### src/rtl/clock_frequency_monitor.sv
// Measures how many clk_in cycles span NUM_PERIODS rising edges of an asynchronous clk_test.
// Define CLK_MON_CONTINUOUS_EN for back-to-back windows with start acting as a level enable.
module clock_frequency_monitor #(
  parameter int unsigned CNT_W        = 16,
  parameter int unsigned NUM_PERIODS  = 4,
  parameter int unsigned EXPECTED_DIV = 4,
  parameter int unsigned TIMEOUT      = 1024
) (
  input  logic             clk_in,
  input  logic             reset,
  input  logic             clk_test,
  input  logic             start,
  output logic             busy,
  output logic             done,
  output logic [CNT_W-1:0] period_count,
  output logic             match,
  output logic             timeout
);

`ifdef CLK_MON_CONTINUOUS_EN
  localparam bit CONT = 1'b1;
`else
  localparam bit CONT = 1'b0;
`endif

  localparam int unsigned     WD_W      = $clog2(TIMEOUT + 1);
  localparam longint unsigned EXP_CNT   = longint'(NUM_PERIODS) * longint'(EXPECTED_DIV);
  localparam bit              EXP_FITS  = (CNT_W >= 64) || (EXP_CNT < (64'd1 << CNT_W));
  localparam logic [CNT_W-1:0] EXP_VAL  = CNT_W'(EXP_CNT);
  localparam logic [7:0]      LAST_EDGE = 8'(NUM_PERIODS - 1);

  typedef enum logic [1:0] {StIdle, StWaitEdge, StMeasure, StDone} state_e;

  state_e           r_state, w_state_d;
  logic             r_sync1, r_sync2, r_hist;
  logic             w_edge;
  logic [CNT_W-1:0] r_cnt, w_cnt_d, w_cnt_inc;
  logic             w_cnt_sat;
  logic [7:0]       r_edge_cnt, w_edge_cnt_d;
  logic [WD_W-1:0]  r_wdog, w_wdog_d, w_wdog_inc;
  logic             w_wdog_expire;
  logic             r_busy, w_busy_d;
  logic             r_done, w_done_d;
  logic [CNT_W-1:0] r_period, w_period_d;
  logic             r_match, w_match_d;
  logic             r_timeout, w_timeout_d;

  assign w_edge        = r_sync2 & ~r_hist;
  assign w_cnt_sat     = &r_cnt;
  assign w_cnt_inc     = w_cnt_sat ? r_cnt : r_cnt + CNT_W'(1);
  assign w_wdog_inc    = r_wdog + WD_W'(1);
  assign w_wdog_expire = (w_wdog_inc == WD_W'(TIMEOUT));

  always_ff @(posedge clk_in or posedge reset) begin
    if (reset) begin
      r_state <= StIdle;
    end else begin
      r_state <= w_state_d;
    end
  end

  always_comb begin
    w_state_d    = r_state;
    w_cnt_d      = r_cnt;
    w_edge_cnt_d = r_edge_cnt;
    w_wdog_d     = r_wdog;
    w_busy_d     = r_busy;
    w_done_d     = 1'b0;
    w_period_d   = r_period;
    w_match_d    = r_match;
    w_timeout_d  = r_timeout;

    unique case (r_state)
      StIdle: begin
        w_busy_d = 1'b0;
        if (start) begin
          w_state_d    = StWaitEdge;
          w_wdog_d     = '0;
          w_edge_cnt_d = '0;
          w_busy_d     = 1'b1;
        end
      end

      StWaitEdge: begin
        w_wdog_d = w_wdog_inc;
        if (w_edge) begin
          w_cnt_d   = '0;
          w_wdog_d  = '0;
          w_state_d = StMeasure;
        end else if (w_wdog_expire) begin
          w_state_d   = StDone;
          w_done_d    = 1'b1;
          w_busy_d    = CONT;
          w_period_d  = '0;
          w_match_d   = 1'b0;
          w_timeout_d = 1'b1;
        end
      end

      StMeasure: begin
        w_cnt_d  = w_cnt_inc;
        w_wdog_d = w_wdog_inc;
        // An edge in the same cycle as watchdog expiry takes priority.
        if (w_edge) begin
          w_wdog_d     = '0;
          w_edge_cnt_d = r_edge_cnt + 8'd1;
          if (r_edge_cnt == LAST_EDGE) begin
            w_state_d   = StDone;
            w_done_d    = 1'b1;
            w_busy_d    = CONT;
            w_period_d  = w_cnt_inc;
            w_timeout_d = 1'b0;
            w_match_d   = EXP_FITS && (w_cnt_inc == EXP_VAL) && !w_cnt_sat;
            if (CONT) begin
              // The closing edge also opens the next window.
              w_cnt_d      = '0;
              w_edge_cnt_d = '0;
            end
          end
        end else if (w_wdog_expire) begin
          w_state_d   = StDone;
          w_done_d    = 1'b1;
          w_busy_d    = CONT;
          w_period_d  = '0;
          w_match_d   = 1'b0;
          w_timeout_d = 1'b1;
        end
      end

      StDone: begin
        if (CONT) begin
          w_busy_d = 1'b1;
          if (r_timeout) begin
            w_state_d    = StWaitEdge;
            w_wdog_d     = '0;
            w_edge_cnt_d = '0;
          end else begin
            // Edge pulses are at least two cycles apart, so none can land here.
            w_state_d = StMeasure;
            w_cnt_d   = w_cnt_inc;
            w_wdog_d  = w_wdog_inc;
          end
        end else begin
          w_state_d = StIdle;
          w_busy_d  = 1'b0;
        end
      end

      default: begin
        w_state_d = StIdle;
      end
    endcase

    if (CONT && !start) begin
      w_state_d   = StIdle;
      w_busy_d    = 1'b0;
      w_done_d    = 1'b0;
      w_period_d  = r_period;
      w_match_d   = r_match;
      w_timeout_d = r_timeout;
    end
  end

  always_ff @(posedge clk_in or posedge reset) begin
    if (reset) begin
      r_sync1    <= 1'b0;
      r_sync2    <= 1'b0;
      r_hist     <= 1'b0;
      r_cnt      <= '0;
      r_edge_cnt <= '0;
      r_wdog     <= '0;
      r_busy     <= 1'b0;
      r_done     <= 1'b0;
      r_period   <= '0;
      r_match    <= 1'b0;
      r_timeout  <= 1'b0;
    end else begin
      r_sync1    <= clk_test;
      r_sync2    <= r_sync1;
      r_hist     <= r_sync2;
      r_cnt      <= w_cnt_d;
      r_edge_cnt <= w_edge_cnt_d;
      r_wdog     <= w_wdog_d;
      r_busy     <= w_busy_d;
      r_done     <= w_done_d;
      r_period   <= w_period_d;
      r_match    <= w_match_d;
      r_timeout  <= w_timeout_d;
    end
  end

  assign busy         = r_busy;
  assign done         = r_done;
  assign period_count = r_period;
  assign match        = r_match;
  assign timeout      = r_timeout;

endmodule
### config.mk
export PLATFORM = sky130hd
export DESIGN_NAME = clock_frequency_monitor
export DESIGN_NICKNAME = d
export VERILOG_FILES = /design/src/rtl/clock_frequency_monitor.sv
export SDC_FILE = /design/constraint.sdc
export NUM_CORES = 1
export LEC_CHECK = 0
export ABC_AREA = 1
export CORE_ASPECT_RATIO = 0.9
export CORE_MARGIN = 2
export CORE_UTILIZATION = 30
export DETAILED_ROUTE_END_ITERATION = 8
export HOLD_SLACK_MARGIN = 0.1
export PLACE_DENSITY = 0.58
export SYNTH_ARGS = -nofsm -noshare
export SYNTH_HDL_FRONTEND = slang
export SYNTH_SLANG_ARGS = --single-unit
### constraint.sdc
create_clock -name clk_in -period 2.1 [get_ports clk_in]
set_input_delay 0.315 -clock clk_in [delete_from_list [all_inputs] [get_ports clk_in]]
set_output_delay 0.315 -clock clk_in [all_outputs]
set_load 0.02 [all_outputs]
==> impl_metrics.py, run 1 <==
metrics = {
    "placement": {
        "place_ws_ps": -31.77,
        "hpwl_mm": 6.222,
        "gp_congestion": 0.8986,
        "port_buffers": 23,
    },
    "detailed_routing": {
        "vias": 3148,
        "drt-wirelength-per-cell_um": 12.85,
        "dr.pass1.iters": 4,
        "routed_wl_mm": 8.736,
        "drt_iter0_drc": 204,
        "final_antenna_net_count": 0,
        "drc": 0,
        "via_per_inst": 4.629,
    },
    "die": {
        "die_area_um2": 12770,
        "core_area_um2": 11530,
        "io_pins": 24,
        "num_rows": 37,
        "die_y_um": 107.4,
        "die_w_um": 118.9,
        "start_util": 0.3091,
    },
    "clock_network": {
        "max-clock-path-buffers": 2,
        "clock-sinks": 60,
        "clk_pin_slew_worst_paths_ps": 50,
        "cts_root_buffer": "clkbuf_16",
        "clk_latency_ps": 330,
        "h-tree-depth": 3,
        "numCtsBuffers": 9,
        "cts_tree": "done",
        "cts_hold_buf": 0,
    },
    "sta": {
        "rsz0062_at_grt": "yes",
        "fmax_mhz": 506.9,
        "hold_viol_final": 0,
        "min_period_ps": 1973,
        "fin_worst_skew_ps": 9.981,
        "slew_violations": 0,
        "worst_slew_pin_slew_ps": 829.7,
        "slew_headroom": 0.4469,
        "final-setup-viol-count": 0,
        "hold_ws_ps": 351.8,
        "post-route-period-util": 0.9393,
        "timing.final.ws_setup_ps": 127.4,
    },
    "finish": {
        "num_antenna_cells": 0,
        "flow.area_growth_from_synthesis_pct": 23.35,
        "nets": 530,
        "final_cell_mix": "nand2_1 (108), inv_1 (69), dfrtp_1 (58)",
        "layout-drive-gt1-share": 0.1737,
        "final_common_cell": "nand2_1",
    },
    "yosys": {
        "ys_ff_latch": 60,
        "async_reset_ff_frac": 1.000,
        "synth_edf_count": 0,
        "syn-num-nets": 488,
        "yosys_most_used_dff": "dfrtp_1",
        "seq_area_frac_synth": 0.4213,
        "synth_largest_area_cell": "dfrtp_1",
        "syn_area_per_cell_um2": 7.470,
        "yosys_warnings": 0,
        "synth_top_area_frac": 0.4213,
        "yosys-top-cells-area": "dfrtp_1 (42%), nand2_1 (11%), inv_1 (7.7%)",
        "synth_cell_types": 34,
        "netlist_instances": 477,
        "netlist_area_um2": 3563,
    },
    "critical_path": {
        "cp.arrival_ps": 2190,
        "cp.required_ps": 2310,
        "end_kind": "flop",
        "critPathKind": "reg -> reg",
        "startpoint_type": "flop",
        "cp_max_fo": 8,
    },
    "global_routing": {
        "antenna_found_initial": 0,
        "grt_pass1_wl_mm": 15.17,
        "first_global_vias": 3147,
        "track_usage": 0.1490,
        "overflow": 0,
        "grt_max_degree": 38,
    },
    "power_and_ir_drop": {
        "power.leakage_nw": 1.993,
        "vdd_ir_drop_max_mv": 0.4912,
        "power.density_nw_per_um2": 852.1,
    },
    "run_status": {
        "status": "complete, no violations",
    },
    "worst_hold_path": {
        "min_path_type": "in -> async",
    },
    "run": {
        "drv_cap": 0,
    },
}
-- layout make-up --
| cell class | count | area [um2] |
|---|---|---|
| clock buffers | 12 | 266.5 |
| clock inverters | 4 | 22.52 |
| repair inverters | 1 | 7.507 |
| well taps | 156 | 195.2 |
| repair buffers | 37 | 335.3 |
| flip-flops and latches | 60 | 1504 |
| multi-input cells | 336 | 1782 |
| inverters | 74 | 282.8 |
| fillers | 1174 | 7132 |
-- cells in the mapped netlist (all sizes together) (3+ instances only) --
cell,count
ha,7
inv,73
or2,17
nand4,8
buf,3
a21oi,26
o22ai,11
nor2,61
dfrtp,60
nand2,113
xor2,3
nand3,47
nor3,10
clkbuf,4
o21ai,29
-- path summary, 6_finish.rpt --
path	startpoint	end	slack [ps]	cells past startpoint
max	r_state[1]$_DFFE_PP0P_	period_count[3]$_DFFE_PP0P_	130	10
min	reset	period_count[1]$_DFFE_PP0P_	350	3
max reg2reg	r_state[1]$_DFFE_PP0P_	period_count[3]$_DFFE_PP0P_	130	10
min reg2reg	r_sync1$_DFF_PP0_	r_sync2$_DFF_PP0_	350	0
max in group asynchronous	reset	r_cnt[0]$_DFFE_PP0P_	1300	3
min in group clk_in	r_sync1$_DFF_PP0_	r_sync2$_DFF_PP0_	350	0
-- flip-flops by register name, summed over array words and instances (netlist names) --
| name | cells |
|---|---|
| busy | 1 |
| done | 1 |
| match | 1 |
| period_count | 16 |
| r_cnt | 16 |
| r_edge_cnt | 8 |
| r_hist | 1 |
| r_state | 2 |
| r_sync1 | 1 |
| r_sync2 | 1 |
| r_wdog | 11 |
| timeout | 1 |
-- per-stage QoR --
| step | std cells | instance area, um2 | utilization | setup TNS [ps] | total power, mW |
|---|---|---|---|---|---|
| detailed placement | 657 | 4001 | 0.3471 | -31.77 | 2.297 |
| global placement | 657 | 4001 | 0.3471 | -17.34 | 2.291 |
| finish | 680 | 4395 | 0.3813 | 0 | 3.746 |
| global route | 680 | 4395 | 0.3813 | -4.673 | 3.972 |
| CTS | 676 | 4313 | 0.3741 | 0 | 3.738 |
| floorplan | 477 | 3563 | - | 0 | 2.008 |
-- where the power goes --
part	switching, mW	leakage [nW]	internal [mW]	total, mW
registers	0.0961	0.820	1.25	1.34
logic	0.660	1.03	0.320	0.981
clock network	0.535	0.144	0.888	1.42
total	1.29	1.99	2.45	3.75
-- logic make-up after synthesis --
| kind of cell | synth area share |
|---|---|
| buffers and inverters | 0.09164 |
| AOI/OAI and AO/OA | 0.1141 |
| DFF | 0.4213 |
| xor gates and xnor gates | 0.007375 |
| and+or+nand+nor | 0.3409 |
| adders and majority gates | 0.02458 |
-- per-layer routing --
layer,global-route usage,wire [um],vias up
li1,-,-,1620
met1,0.2030,4406,1459
met2,0.2311,3859,63
met3,0.03390,402,6
met4,0.05527,68,0
met5,0,0,-
-- worst max-delay path: stages (launching register included) --
cell and delay [ps]:
dfrtp_1 390, inv_1 130, ha_1 280, nand2_1 100, nand2_1 90, inv_1 70, nand3_4 140, clkinvlp_4 230
or2_2 330, inv_1 70, a21oi_2 30
-- repair_timing --
action / CTS / global route
pin swaps: 1 / 2
setup endpoints to repair: 1 / 23
gates cloned: 0 / 1
resized for setup: 0 / 16
buffers inserted: 3 / 3
hold endpoints to repair: 0 / 0
No activity file was read; power rests on OpenSTA's default activity.
==> inputs of run 2 (changes only) <==
--- a/config.mk
+++ b/config.mk
@@ -8,10 +8,10 @@
 export ABC_AREA = 1
 export CORE_ASPECT_RATIO = 0.9
 export CORE_MARGIN = 2
-export CORE_UTILIZATION = 30
+export CORE_UTILIZATION = 59
 export DETAILED_ROUTE_END_ITERATION = 8
 export HOLD_SLACK_MARGIN = 0.1
-export PLACE_DENSITY = 0.58
+export PLACE_DENSITY = 0.92
 export SYNTH_ARGS = -nofsm -noshare
 export SYNTH_HDL_FRONTEND = slang
 export SYNTH_SLANG_ARGS = --single-unit
==> run 2 against run 1 <==
  * Global-route usage increased by 14 points
  * Combinational power increased by 11%
  * Critical path depth unchanged
  * Setup slack got worse by 66 ps
  * Via count increased by 12%
==> impl_metrics.py, run 2 (synthesis gave the netlist of run 1 again) <==
metrics = {
    "power_and_ir_drop": {
        "vdd_ir_drop_max_mv": 0.5689,
        "power.leakage_nw": 1.961,
        "power.density_nw_per_um2": 826.8,
        "total_power_mw": 3.502,
    },
    "die": {
        "io_pins": 24,
        "num_rows": 26,
        "start_util": 0.6189,
        "die_y_um": 77.73,
        "core_area_um2": 5758,
        "die_w_um": 85.92,
        "die_area_um2": 6678,
    },
    "detailed_routing": {
        "drt-wirelength-per-cell_um": 15.85,
        "via_per_inst": 5.910,
        "drc": 0,
        "final_antenna_net_count": 0,
        "dr.pass1.iters": 8,
        "drt_iter0_drc": 452,
        "vias": 3528,
        "routed_wl_mm": 9.465,
    },
    "sta": {
        "slew_violations": 0,
        "fmax_mhz": 490.4,
        "final-setup-viol-count": 0,
        "post-route-period-util": 0.9710,
        "hold_ws_ps": 291.0,
        "tns_ps": 0,
        "min_period_ps": 2039,
        "worst_slew_pin_slew_ps": 517.5,
        "slew_headroom": 0.6550,
        "fin_worst_skew_ps": 10.51,
        "rsz0062_at_grt": "yes",
        "hold_viol_final": 0,
    },
    "finish": {
        "final_area_um2": 4235,
        "final_cell_mix": "nand2_1 (108), inv_1 (70), dfrtp_1 (60)",
        "layout-drive-gt1-share": 0.1708,
        "num_antenna_cells": 0,
        "fin_cells": 597,
        "nets": 533,
        "final_common_cell": "nand2_1",
        "fill_cells": 419,
        "flow.area_growth_from_synthesis_pct": 18.86,
    },
    "worst_hold_path": {
        "min_path_type": "in -> async",
    },
    "clock_network": {
        "max-clock-path-buffers": 2,
        "clk_pin_slew_worst_paths_ps": 70,
        "numCtsBuffers": 9,
        "cts_root_buffer": "clkbuf_8",
        "clock-sinks": 60,
        "clk_latency_ps": 350,
        "cts_hold_buf": 0,
        "h-tree-depth": 3,
        "cts_tree": "done",
    },
    "global_routing": {
        "grt_max_degree": 29,
        "track_usage": 0.2845,
        "overflow": 0,
        "first_global_vias": 3315,
        "grt_pass1_wl_mm": 14.97,
        "antenna_found_initial": 0,
    },
    "critical_path": {
        "slowest_delay_ps": 410,
        "crit_chain": "inv_1 > ha_2 > nand2_1 > nand2_1 > inv_1 > nand3_4 > clkinvlp_4 > or2_2 > inv_1 > a21oi_2",
        "critPathKind": "reg -> reg",
        "cp.required_ps": 2330,
        "critical_path.most_common_cell": "inv_1",
        "startpoint_type": "flop",
        "end_kind": "flop",
        "cp.arrival_ps": 2270,
        "cp_max_fo": 8,
        "slowest_stage": "dfrtp_1",
    },
    "placement": {
        "hpwl_mm": 6.339,
        "dp.cells": 573,
        "port_buffers": 23,
        "place_area_um2": 3921,
        "gp_congestion": 0.9580,
    },
    "run": {
        "drv_cap": 0,
    },
    "run_status": {
        "status": "complete, no violations",
    },
}
[run 2: final timing paths]
path,slack [ps],end,depth (start not counted),start
setup / recovery,60,period_count[6]$_DFFE_PP0P_,10,r_state[1]$_DFFE_PP0P_
hold / removal,290,busy$_DFFE_PP0P_,2,reset
setup reg to reg,60,period_count[6]$_DFFE_PP0P_,10,r_state[1]$_DFFE_PP0P_
hold reg to reg,380,r_sync2$_DFF_PP0_,0,r_sync1$_DFF_PP0_
max in group asynchronous,1300,period_count[7]$_DFFE_PP0P_,3,reset
min in group clk_in,380,r_sync2$_DFF_PP0_,0,r_sync1$_DFF_PP0_
[run 2: layout make-up]
cell class	count	area, um2	share of cell area
inverters	74	282.8	0.06677
flip-flops and latches	60	1501	0.3545
clock inverters	4	47.55	0.01123
repair inverters	2	15.01	0.003545
well taps	70	87.58	0.02068
clock buffers	12	155.1	0.03663
multi-input cells	336	1783	0.4210
repair buffers	39	362.8	0.08567
[run 2: metrics by stage]
step / setup slack, ps / util
final: 60.94 / 0.7356
after detailed placement: 72.08 / 0.6810
after global routing: -32.70 / 0.7356
after CTS: 6.649 / 0.7162
after global placement: 181.2 / 0.6810
after floorplan: 300.3 / -
[run 2: repair_timing]
item,in CTS,in global routing
setup buffers,0,6
setup endpoints to repair,0,26
resized for setup,0,15
[run 2: critical path: cells and delay by family, from the launching register on]
family	cells	cell delay, ps
AO/OA/AOI/OAI	1	40
adder cells (fa/ha/maj)	1	260
buffers and inverters	4	540
flip-flops	1	410
AND/OR/NAND/NOR	4	680
[run 2: report_power, final]
group	total, mW	switching, mW	internal [mW]
clock	1.09	0.478	0.609
sequential	1.33	0.0892	1.24
combinational	1.09	0.733	0.353
total	3.50	1.30	2.20
[run 2: metal layers]
metal / vias up / part of all wire / global-route usage
met4: 0 / 0.027 / 0.1190
met1: 1649 / 0.41 / 0.3712
met3: 36 / 0.082 / 0.05957
met2: 218 / 0.48 / 0.4589
met5: - / 0 / 0
li1: 1625 / - / -
==> inputs of run 3 (changes only) <==
--- a/config.mk
+++ b/config.mk
@@ -10,6 +10,7 @@
 export CORE_MARGIN = 2
 export CORE_UTILIZATION = 59
 export DETAILED_ROUTE_END_ITERATION = 8
+export GPL_TIMING_DRIVEN = 0
 export HOLD_SLACK_MARGIN = 0.1
 export PLACE_DENSITY = 0.92
 export SYNTH_ARGS = -nofsm -noshare
==> run 3 against run 2 <==
  * Power up 2.1%
  * Clock power up 11%
  * Hold slack better by 63 ps
  * First-iteration DRC count down 21%
  * Sequential cell count unchanged
  * Utilization up 0.52 points
  * Global-route usage down 1.7 points
  * Highest routed layer unchanged
  * Routed wire length down 6.0%
  * Largest cell class unchanged
  * Via count down 5.0%
  * Register-to-register slack better by 40 ps
==> impl_metrics.py, run 3 (synthesis gave the netlist of run 1 again) <==
metrics = {
    "finish": {
        "nets": 534,
        "final_cell_mix": "nand2_1 (108), inv_1 (68), dfrtp_1 (58)",
        "final_common_cell": "nand2_1",
        "fill_cells": 420,
        "flow.area_growth_from_synthesis_pct": 19.70,
        "layout-drive-gt1-share": 0.1780,
        "utilization": 0.7408,
        "num_antenna_cells": 0,
    },
    "run_status": {
        "status": "complete, no violations",
    },
    "power_and_ir_drop": {
        "power.leakage_nw": 1.967,
        "vdd_ir_drop_max_mv": 0.7169,
        "power.density_nw_per_um2": 838.2,
    },
    "clock_network": {
        "h-tree-depth": 3,
        "max-clock-path-buffers": 2,
        "numCtsBuffers": 9,
        "cts_hold_buf": 0,
        "clk_pin_slew_worst_paths_ps": 70,
        "cts_root_buffer": "clkbuf_8",
        "clock-sinks": 60,
        "cts_tree": "done",
        "clk_latency_ps": 350,
    },
    "sta": {
        "final-setup-viol-count": 0,
        "hold_ws_ps": 354.3,
        "fmax_mhz": 500.4,
        "slew_headroom": 0.5522,
        "fin_worst_skew_ps": 14.79,
        "post-route-period-util": 0.9517,
        "worst_slew_pin_slew_ps": 670.7,
        "hold_viol_final": 0,
        "min_period_ps": 1999,
        "tns_ps": 0,
        "slew_violations": 0,
    },
    "global_routing": {
        "grt_max_degree": 32,
        "grt_pass1_wl_mm": 14.03,
        "track_usage": 0.2672,
        "first_global_vias": 3122,
        "overflow": 0,
        "antenna_found_initial": 0,
    },
    "critical_path": {
        "cp.arrival_ps": 2230,
        "rrSetupSlack_ps": 100,
        "slowest_stage": "dfrtp_1",
        "end_kind": "flop",
        "crit_buf_inv": 1,
        "critPathKind": "reg -> reg",
        "r2r_cells": 11,
        "cpLargestDelayFamily": "simple AND/OR/NAND/NOR gates",
        "cp.required_ps": 2330,
        "critical_path.most_common_cell": "nand2_1",
        "crit_chain": "ha_2 > nand2_1 > nor2_4 > nand2_1 > nand2_1 > nand2_2 > nor2_2 > nand4_4 > nand2_4 > buf_12 > a21oi_2",
        "startpoint_type": "flop",
        "slowest_delay_ps": 430,
        "timing.rr.start": "r_wdog[1]$_DFFE_PP0P_",
        "cp_max_fo": 10,
        "reg2reg_to": "period_count[7]$_DFFE_PP0P_",
    },
    "detailed_routing": {
        "final_antenna_net_count": 0,
        "drt-wirelength-per-cell_um": 14.88,
        "routed_wl_mm": 8.898,
        "drt_iter0_drc": 356,
        "dr.pass1.iters": 6,
        "via_per_inst": 5.602,
        "vias": 3350,
        "drc": 0,
    },
    "die": {
        "io_pins": 24,
        "num_rows": 26,
        "start_util": 0.6189,
        "die_area_um2": 6678,
        "die_w_um": 85.92,
        "core_area_um2": 5758,
        "die_y_um": 77.73,
    },
    "worst_hold_path": {
        "whs_path_depth": 0,
        "hold_path_end": "r_sync2$_DFF_PP0_",
        "min_path_type": "reg -> reg",
        "worstHoldStart": "r_sync1$_DFF_PP0_",
    },
    "run": {
        "drv_cap": 0,
    },
    "placement": {
        "gp_congestion": 0.8801,
        "port_buffers": 23,
        "hpwl_mm": 5.988,
    },
}
run 3: what timing repair did:
action	CTS	global route
setup endpoints to repair	8	29
gates resized for setup	2	19
pin swaps	1	4
setup buffers	0	11
run 3: report_power, final:
part	internal [mW]	total (mW)	switching, mW
clock network	0.705	1.21	0.503
registers	1.24	1.35	0.106
logic	0.322	1.02	0.695
total	2.27	3.58	1.30
run 3: worst register-to-register path: cells and delay by family, from the launching register on:
| family | cells | cell delay, ps |
|---|---|---|
| fa+ha+maj | 1 | 240 |
| flops | 1 | 430 |
| compound gates | 1 | 50 |
| simple gates | 8 | 1020 |
| buf+inv | 1 | 150 |
run 3: metrics by stage:
stage	cell area (um2)	std cells	worst slack, ps	total power [mW]
floorplan	3563	477	300.3	2.008
global placement	3881	570	-754.9	2.208
detailed placement	3901	571	-17.14	2.240
CTS	4129	587	0.6777	3.459
global route	4265	598	-39.08	3.750
finish	4265	598	101.5	3.575
run 3: how the worst max path moves through the flow:
stage,endpoint,startpoint,slack [ps],depth (start not counted)
after floorplan,busy$_DFFE_PP0P_,reset,300,1
after global placement,period_count[13]$_DFFE_PP0P_,reset,-750,2
after detailed placement,match$_DFFE_PP0P_,r_cnt[0]$_DFFE_PP0P_,-20,12
after CTS,match$_DFFE_PP0P_,r_cnt[0]$_DFFE_PP0P_,0.7,12
after global routing,r_edge_cnt[7]$_DFFE_PP0P_,r_state[0]$_DFFE_PP0P_,-40,11
final,period_count[7]$_DFFE_PP0P_,r_wdog[1]$_DFFE_PP0P_,100,11
run 3: final cells by class:
type | instances | area [um2] | area share
Clock inverter | 5 | 83.83 | 0.01965
Timing Repair Buffer | 35 | 332.8 | 0.07803
Clock buffer | 11 | 141.4 | 0.03315
Tap cell | 70 | 87.58 | 0.02053
Multi-Input combinational cell | 336 | 1780 | 0.4174
Sequential cell | 60 | 1504 | 0.3526
Buffer | 7 | 51.30 | 0.01203
Inverter | 74 | 284.0 | 0.06659
run 3: layer usage:
metal  track usage  vias up  wire (um)
met5             0        -          0
met4        0.1032        0        169
met3       0.07021       22        578
met2        0.4279      143       4397
met1        0.3460     1558       3753
li1              -     1627          -
